[src/rtl/bus_pkg.sv]
// Shared types and constants for the OR-bus arbiter.
package bus_pkg;

  // Arbiter sequencing states
  typedef enum logic [1:0] {
    IDLE       = 2'd0,
    GRANTED    = 2'd1,
    ACTIVE     = 2'd2,
    TURNAROUND = 2'd3
  } arb_state_t;

  // Dead cycles inserted after a grant is released so OR-bus drivers can let go
  localparam int TURNAROUND_CYCLES   = 1;
  localparam int DEFAULT_NUM_MASTERS = 4;

endpackage

[src/rtl/bus_arbiter_if.sv]
// Arbitration and OR-bus status signals between the masters/bus and the arbiter.
interface bus_arbiter_if #(
  parameter int NUM_MASTERS = bus_pkg::DEFAULT_NUM_MASTERS,
  parameter int OWNER_W     = $clog2(NUM_MASTERS)
);

  logic [NUM_MASTERS-1:0] arb_request_i;
  logic [NUM_MASTERS-1:0] arb_grant_o;
  logic                   bus_beginTransaction_i;
  logic                   bus_endTransaction_i;
  logic                   bus_error_i;
  logic                   bus_busy_i;
  logic [OWNER_W-1:0]     bus_owner_o;
  logic                   bus_owned_o;
  logic                   arb_timeout_o;

  // Arbiter side
  modport slave (
    input  arb_request_i, bus_beginTransaction_i, bus_endTransaction_i,
           bus_error_i, bus_busy_i,
    output arb_grant_o, bus_owner_o, bus_owned_o, arb_timeout_o
  );

  // Requester / bus side
  modport master (
    output arb_request_i, bus_beginTransaction_i, bus_endTransaction_i,
           bus_error_i, bus_busy_i,
    input  arb_grant_o, bus_owner_o, bus_owned_o, arb_timeout_o
  );

endinterface

[src/rtl/rr_picker.sv]
// Combinational round-robin pick: first set request at or above ptr, wrapping.
module rr_picker #(
  parameter int NUM_MASTERS = bus_pkg::DEFAULT_NUM_MASTERS,
  parameter int OWNER_W     = $clog2(NUM_MASTERS)
) (
  input  logic [NUM_MASTERS-1:0] req,
  input  logic [OWNER_W-1:0]     ptr,
  output logic                   found,
  output logic [OWNER_W-1:0]     idx
);

  localparam logic [OWNER_W:0] N_W = (OWNER_W+1)'(NUM_MASTERS);

  logic [2*NUM_MASTERS-1:0] dbl;
  logic [NUM_MASTERS-1:0]   rot;
  logic [OWNER_W:0]         off;
  logic [OWNER_W:0]         sum;

  assign dbl   = {req, req};
  assign found = |req;

  // Rotate the doubled vector so bit 0 is the pointer position, then take the lowest set bit
  always_comb begin
    rot = '0;
    off = '0;
    sum = '0;
    idx = '0;
    for (int k = 0; k < NUM_MASTERS; k++) begin
      rot[k] = dbl[int'(ptr) + k];
    end
    for (int k = NUM_MASTERS-1; k >= 0; k--) begin
      if (rot[k]) off = (OWNER_W+1)'(k);
    end
    sum = {1'b0, ptr} + off;
    idx = (sum >= N_W) ? OWNER_W'(sum - N_W) : OWNER_W'(sum);
  end

endmodule

[src/rtl/bus_arbiter.sv]
// Round-robin arbiter for the shared OR-bus: grant, hold through the transaction,
// revoke unused grants, and insert a turnaround cycle before re-arbitrating.
module bus_arbiter
  import bus_pkg::*;
#(
  parameter int NUM_MASTERS    = DEFAULT_NUM_MASTERS,
  parameter int OWNER_W        = $clog2(NUM_MASTERS),
  parameter int TIMEOUT_CYCLES = 16
) (
  input  logic          clk,
  input  logic          rst_n,
  bus_arbiter_if.slave  bif
);

  arb_state_t             state_q, state_d;
  logic [NUM_MASTERS-1:0] grant_q, grant_d;
  logic [OWNER_W-1:0]     owner_q, owner_d;
  logic                   owned_q, owned_d;
  logic                   timeout_q, timeout_d;
  logic [OWNER_W-1:0]     ptr_q, ptr_d;
  // Shared counter: grant-unused cycles in GRANTED, dead cycles in TURNAROUND
  logic [7:0]             cnt_q, cnt_d;

  logic                   pick_found;
  logic [OWNER_W-1:0]     pick_idx;

  rr_picker #(
    .NUM_MASTERS (NUM_MASTERS),
    .OWNER_W     (OWNER_W)
  ) u_pick (
    .req   (bif.arb_request_i),
    .ptr   (ptr_q),
    .found (pick_found),
    .idx   (pick_idx)
  );

  // Next-state and registered-output logic
  always_comb begin
    state_d   = state_q;
    grant_d   = grant_q;
    owner_d   = owner_q;
    owned_d   = owned_q;
    timeout_d = 1'b0;
    ptr_d     = ptr_q;
    cnt_d     = cnt_q;
    unique case (state_q)
      IDLE: begin
        // Busy bus blocks arbitration entirely; requests simply wait
        if (pick_found && !bif.bus_busy_i) begin
          grant_d = NUM_MASTERS'(1) << pick_idx;
          owner_d = pick_idx;
          owned_d = 1'b1;
          ptr_d   = (pick_idx == OWNER_W'(NUM_MASTERS-1)) ? '0 : pick_idx + 1'b1;
          cnt_d   = '0;
          state_d = GRANTED;
        end
      end
      GRANTED: begin
        // begin beats a simultaneous timeout
        if (bif.bus_beginTransaction_i) begin
          state_d = ACTIVE;
        end else if (cnt_q == 8'(TIMEOUT_CYCLES-1)) begin
          grant_d   = '0;
          owned_d   = 1'b0;
          timeout_d = 1'b1;
          cnt_d     = '0;
          state_d   = TURNAROUND;
        end else begin
          cnt_d = cnt_q + 8'd1;
        end
      end
      ACTIVE: begin
        // No timeout here; repeated begin strobes are ignored
        if (bif.bus_endTransaction_i || bif.bus_error_i) begin
          grant_d = '0;
          owned_d = 1'b0;
          cnt_d   = '0;
          state_d = TURNAROUND;
        end
      end
      TURNAROUND: begin
        if (cnt_q == 8'(TURNAROUND_CYCLES-1)) begin
          cnt_d   = '0;
          state_d = IDLE;
        end else begin
          cnt_d = cnt_q + 8'd1;
        end
      end
      default: state_d = IDLE;
    endcase
  end

  // State and output registers; reset drops any grant immediately
  always_ff @(posedge clk or negedge rst_n) begin
    if (!rst_n) begin
      state_q   <= IDLE;
      grant_q   <= '0;
      owner_q   <= '0;
      owned_q   <= 1'b0;
      timeout_q <= 1'b0;
      ptr_q     <= '0;
      cnt_q     <= '0;
    end else begin
      state_q   <= state_d;
      grant_q   <= grant_d;
      owner_q   <= owner_d;
      owned_q   <= owned_d;
      timeout_q <= timeout_d;
      ptr_q     <= ptr_d;
      cnt_q     <= cnt_d;
    end
  end

  assign bif.arb_grant_o   = grant_q;
  assign bif.bus_owner_o   = owner_q;
  assign bif.bus_owned_o   = owned_q;
  assign bif.arb_timeout_o = timeout_q;

endmodule

[src/flat_wrapper.sv]
// flat-port wrapper written by rule: the top's interface ports become plain ports
module bus_arbiter_flat import bus_pkg::*;
#(
  parameter int NUM_MASTERS    = DEFAULT_NUM_MASTERS,
  parameter int OWNER_W        = $clog2(NUM_MASTERS),
  parameter int TIMEOUT_CYCLES = 16
)
  (clk, rst_n, bif_arb_request_i, bif_bus_beginTransaction_i, bif_bus_endTransaction_i, bif_bus_error_i, bif_bus_busy_i, bif_arb_grant_o, bif_bus_owner_o, bif_bus_owned_o, bif_arb_timeout_o);
  bus_arbiter_if #(.NUM_MASTERS(NUM_MASTERS), .OWNER_W(OWNER_W)) bif_i ();
  input  logic clk;
  input  logic rst_n;
  input wire logic [$bits(bif_i.arb_request_i)-1:0] bif_arb_request_i;
  input wire logic [$bits(bif_i.bus_beginTransaction_i)-1:0] bif_bus_beginTransaction_i;
  input wire logic [$bits(bif_i.bus_endTransaction_i)-1:0] bif_bus_endTransaction_i;
  input wire logic [$bits(bif_i.bus_error_i)-1:0] bif_bus_error_i;
  input wire logic [$bits(bif_i.bus_busy_i)-1:0] bif_bus_busy_i;
  output wire logic [$bits(bif_i.arb_grant_o)-1:0] bif_arb_grant_o;
  output wire logic [$bits(bif_i.bus_owner_o)-1:0] bif_bus_owner_o;
  output wire logic [$bits(bif_i.bus_owned_o)-1:0] bif_bus_owned_o;
  output wire logic [$bits(bif_i.arb_timeout_o)-1:0] bif_arb_timeout_o;
  assign bif_i.arb_request_i = bif_arb_request_i;
  assign bif_i.bus_beginTransaction_i = bif_bus_beginTransaction_i;
  assign bif_i.bus_endTransaction_i = bif_bus_endTransaction_i;
  assign bif_i.bus_error_i = bif_bus_error_i;
  assign bif_i.bus_busy_i = bif_bus_busy_i;
  assign bif_arb_grant_o = bif_i.arb_grant_o;
  assign bif_bus_owner_o = bif_i.bus_owner_o;
  assign bif_bus_owned_o = bif_i.bus_owned_o;
  assign bif_arb_timeout_o = bif_i.arb_timeout_o;
  bus_arbiter #(.NUM_MASTERS(NUM_MASTERS), .OWNER_W(OWNER_W), .TIMEOUT_CYCLES(TIMEOUT_CYCLES)) u_core (.clk(clk), .rst_n(rst_n), .bif(bif_i));
endmodule
[config.mk]
export PLATFORM = sky130hd
export DESIGN_NAME = bus_arbiter_flat
export DESIGN_NICKNAME = d
export VERILOG_FILES = /design/src/rtl/bus_pkg.sv /design/src/rtl/bus_arbiter_if.sv /design/src/rtl/rr_picker.sv /design/src/rtl/bus_arbiter.sv /design/src/flat_wrapper.sv
export SDC_FILE = /design/constraint.sdc
export NUM_CORES = 1
export LEC_CHECK = 0
export CORE_ASPECT_RATIO = 0.75
export CORE_UTILIZATION = 46
export CTS_CLUSTER_SIZE = 10
export DETAILED_ROUTE_END_ITERATION = 8
export PLACE_DENSITY = 0.79
export SYNTH_ARGS = -nofsm -noshare
export SYNTH_HDL_FRONTEND = slang
export SYNTH_SLANG_ARGS = --single-unit
export TNS_END_PERCENT = 20
[constraint.sdc]
create_clock -name clk -period 4.5 [get_ports clk]
set_input_delay 1.125 -clock clk [delete_from_list [all_inputs] [get_ports clk]]
set_output_delay 1.125 -clock clk [all_outputs]
set_load 0.02 [all_outputs]
==> metrics.csv <==
metric;value;unit
status;complete, no violations;
dp_hpwl;2420;microns
cts_resized;0;
ys_seq_area_frac;0.334;
finalPower;1.11;mW
io-pin-count;18;
tightest_slew;0.905;ns
vias_per_cell;6.00;
htree_num_levels;1;
crit_path_max_fanout;10;
drv_cap;0;
tns;0;ns
hold-worst-slack;0.491;ns
clk_latency;0.26;ns
route.detailed.wl_per_inst;15.5;microns
hold_path_class;reg2reg;
hp-start;u_core.bif.bus_owned_o;
ir_worst_vdd;0.000341;V
post-place-cells;210;
synthArstFlopShare;1.00;
routed_wirelength;3310;microns
yosys.cell_types.count;52;
final_design_area_no_fill;0.00173;sq mm
cts_setup_buffers;0;
core;0.00302;sq mm
core.rowCount;17;
synth_edf_count;0;
slew_violations;0;
drc;0;
max_freq;298;MHz
worstPathCellList;clkdlybuf4s50_1, mux2i_1, nor4_1, a31oi_1, o211ai_1, ha_1, or2b_1, a2111o_1, nand3_1;
reg2reg_depth;9;
die_x;67.9;microns
finalHoldViolations;0;
worstSetupPathType;in2reg;
clkSlewWorstSetupHoldPaths;0.07;ns
routabilityCongestion;0.837;
num_vias;1283;
ys_ff_latch;20;
cts_tree;yes;
area_growth_syn_to_layout;15.2;%
power.density;645;mW/mm^2
io_buffers;17;
synth_ff_type;dfrtp_1;
syn_avg_cell_area;9.14;sq um
place_area;0.00167;sq mm
clk_path_buf_depth;2;
ctsHoldBuffers;0;
critical_path.max_stage_delay;0.60;ns
overflow;0;
postRouteAntennaNets;0;
worst-r2r-setup-slack;1.48;ns
fin_util;0.572;
relSlewSlack;0.395;
cts_buffers;3;
clkSinkCount;20;
nets;196;
start_kind;primary input;
fillers;257;
critical-path-slowest-cell;clkdlybuf4s50_1;
worstReg2RegEnd;u_core.bif.arb_grant_o[1];
diodes;0;
dp_slack;0.927;ns
antenna_found_initial;0;
drive_gt1_frac;0.136;
hold_depth;2;
synth_area;0.00150;sq mm
initial_core_util;0.496;
synth_nets;183;
crit_required;4.70;ns
grt_pass1_wl;5460;microns
layout.cells.non_filler;214;
dr.pass1.iters;4;
cts_root_buffer;clkbuf_8;
drt_iter0_drc;65;
ys_warn_count;0;
rsz0062_at_grt;no;
layout_setup_ws;1.14;ns
setup_violations;0;
post-route-period-util;0.747;
die_h;51.4;microns
arrival;3.56;ns
r2r_start;u_core.ptr_q[0];
skew;0.00318;ns
end_kind;register;
grt_max_degree;21;
fp.dieArea;0.00349;sq mm
grt_pass1_vias;1199;
grtUsageTotal;0.214;
hold_end;u_core.bif.bus_owned_o;
fin_crit;3.36;ns
p_leak;0.747;nW
netlist_instances;164;
-- final cells by class --
| type | count | area, sq um | share of cell area |
|---|---|---|---|
| Multi-Input combinational cell | 125 | 916 | 0.530 |
| Timing Repair Buffer | 17 | 170 | 0.0986 |
| Tap cell | 38 | 47.5 | 0.0275 |
| Sequential cell | 20 | 500 | 0.290 |
| Clock buffer | 4 | 55.1 | 0.0319 |
| Inverter | 10 | 37.5 | 0.0217 |
-- kinds of logic after synthesis --
family                     Yosys count  share of synthesized area
buffers and inverters               19                     0.0551
muxes                                7                     0.0501
AOI/OAI and AO/OA                   40                      0.208
and+or+nand+nor                     67                      0.266
DFF                                 20                      0.334
xor gates and xnor gates             2                     0.0117
adders and majority gates            9                     0.0751
-- routing by layer --
layer / part of all wire / GRT usage
met5: 0 / 0
met3: 0.060 / 0.0536
met2: 0.44 / 0.327
met4: 0.013 / 0.0625
met1: 0.48 / 0.296
-- worst max-delay path, delay by kind of cell --
kind | cells | cell delay (ns)
buffers and inverters | 1 | 0.60
and+or+nand+nor | 3 | 0.45
adders and majority gates | 1 | 0.41
AOI/OAI and AO/OA | 3 | 0.64
muxes | 1 | 0.33
-- cells in the final DEF, fill, tap and decap left out, types with 2 or more instances in the layout --
cell	synthesis	layout
dfrtp_1	20	20
nand2_1	18	18
clkdlybuf4s50_1	0	17
o21ai_0	11	11
inv_1	10	10
nand3_1	10	10
nor2_1	9	9
ha_1	9	9
o31ai_1	7	7
a21oi_1	4	4
clkbuf_8	0	4
mux2i_1	3	3
or3b_2	3	3
nor4_1	3	3
mux2_2	3	3
and3_1	3	3
nor4b_1	2	2
nand2b_1	2	2
a21boi_0	2	2
o211ai_1	2	2
or2_2	2	2
a211o_2	2	2
nand4b_1	2	2
-- flip-flops by register name (all words and copies together) (netlist names) --
name	flops
u_core.bif.bus_owner_o	2
u_core.cnt_q	8
u_core.bif.arb_grant_o	4
u_core.ptr_q	2
u_core.state_q	2
u_core.bif.arb_timeout_o	1
u_core.bif.bus_owned_o	1
-- power breakdown --
| group | internal [mW] | leakage, nW | total [mW] | switching (mW) |
|---|---|---|---|---|
| Sequential | 0.229 | 0.263 | 0.288 | 0.0595 |
| Combinational | 0.299 | 0.455 | 0.689 | 0.390 |
| Clock | 0.0779 | 0.0288 | 0.136 | 0.0580 |
-- worst max-delay path by stage --
stage / startpoint / depth (start not counted) / slack [ns] / end
6_report: bif_arb_request_i[1] / 9 / 1.14 / u_core.bif.arb_grant_o[1]
5_1_grt: bif_arb_request_i[1] / 9 / 1.06 / u_core.bif.arb_grant_o[1]
4_1_cts: bif_arb_request_i[1] / 9 / 1.17 / u_core.bif.arb_grant_o[1]
3_5_place_dp: bif_arb_request_i[3] / 8 / 0.93 / u_core.ptr_q[1]
3_3_place_gp: bif_arb_request_i[3] / 8 / 1.01 / u_core.ptr_q[1]
2_1_floorplan: bif_arb_request_i[0] / 9 / 1.57 / u_core.ptr_q[1]
-- cell usage after synthesis (3+ instances only) --
| cell | number | share of area |
|---|---|---|
| nand3_1 | 10 | 0.033 |
| buf_2 | 3 | 0.010 |
| inv_1 | 10 | 0.025 |
| o21ai_0 | 11 | 0.037 |
| o31ai_1 | 7 | 0.035 |
| or3b_2 | 3 | 0.018 |
| mux2_2 | 3 | 0.023 |
| and3_1 | 3 | 0.013 |
| clkbuf_1 | 4 | 0.010 |
| nor4_1 | 3 | 0.013 |
| nor2_1 | 9 | 0.023 |
| ha_1 | 9 | 0.075 |
| mux2i_1 | 3 | 0.020 |
| nand2_1 | 18 | 0.045 |
| a21oi_1 | 4 | 0.013 |
| dfrtp_1 | 20 | 0.33 |
Note: power is estimated with default switching activity, not from simulation.
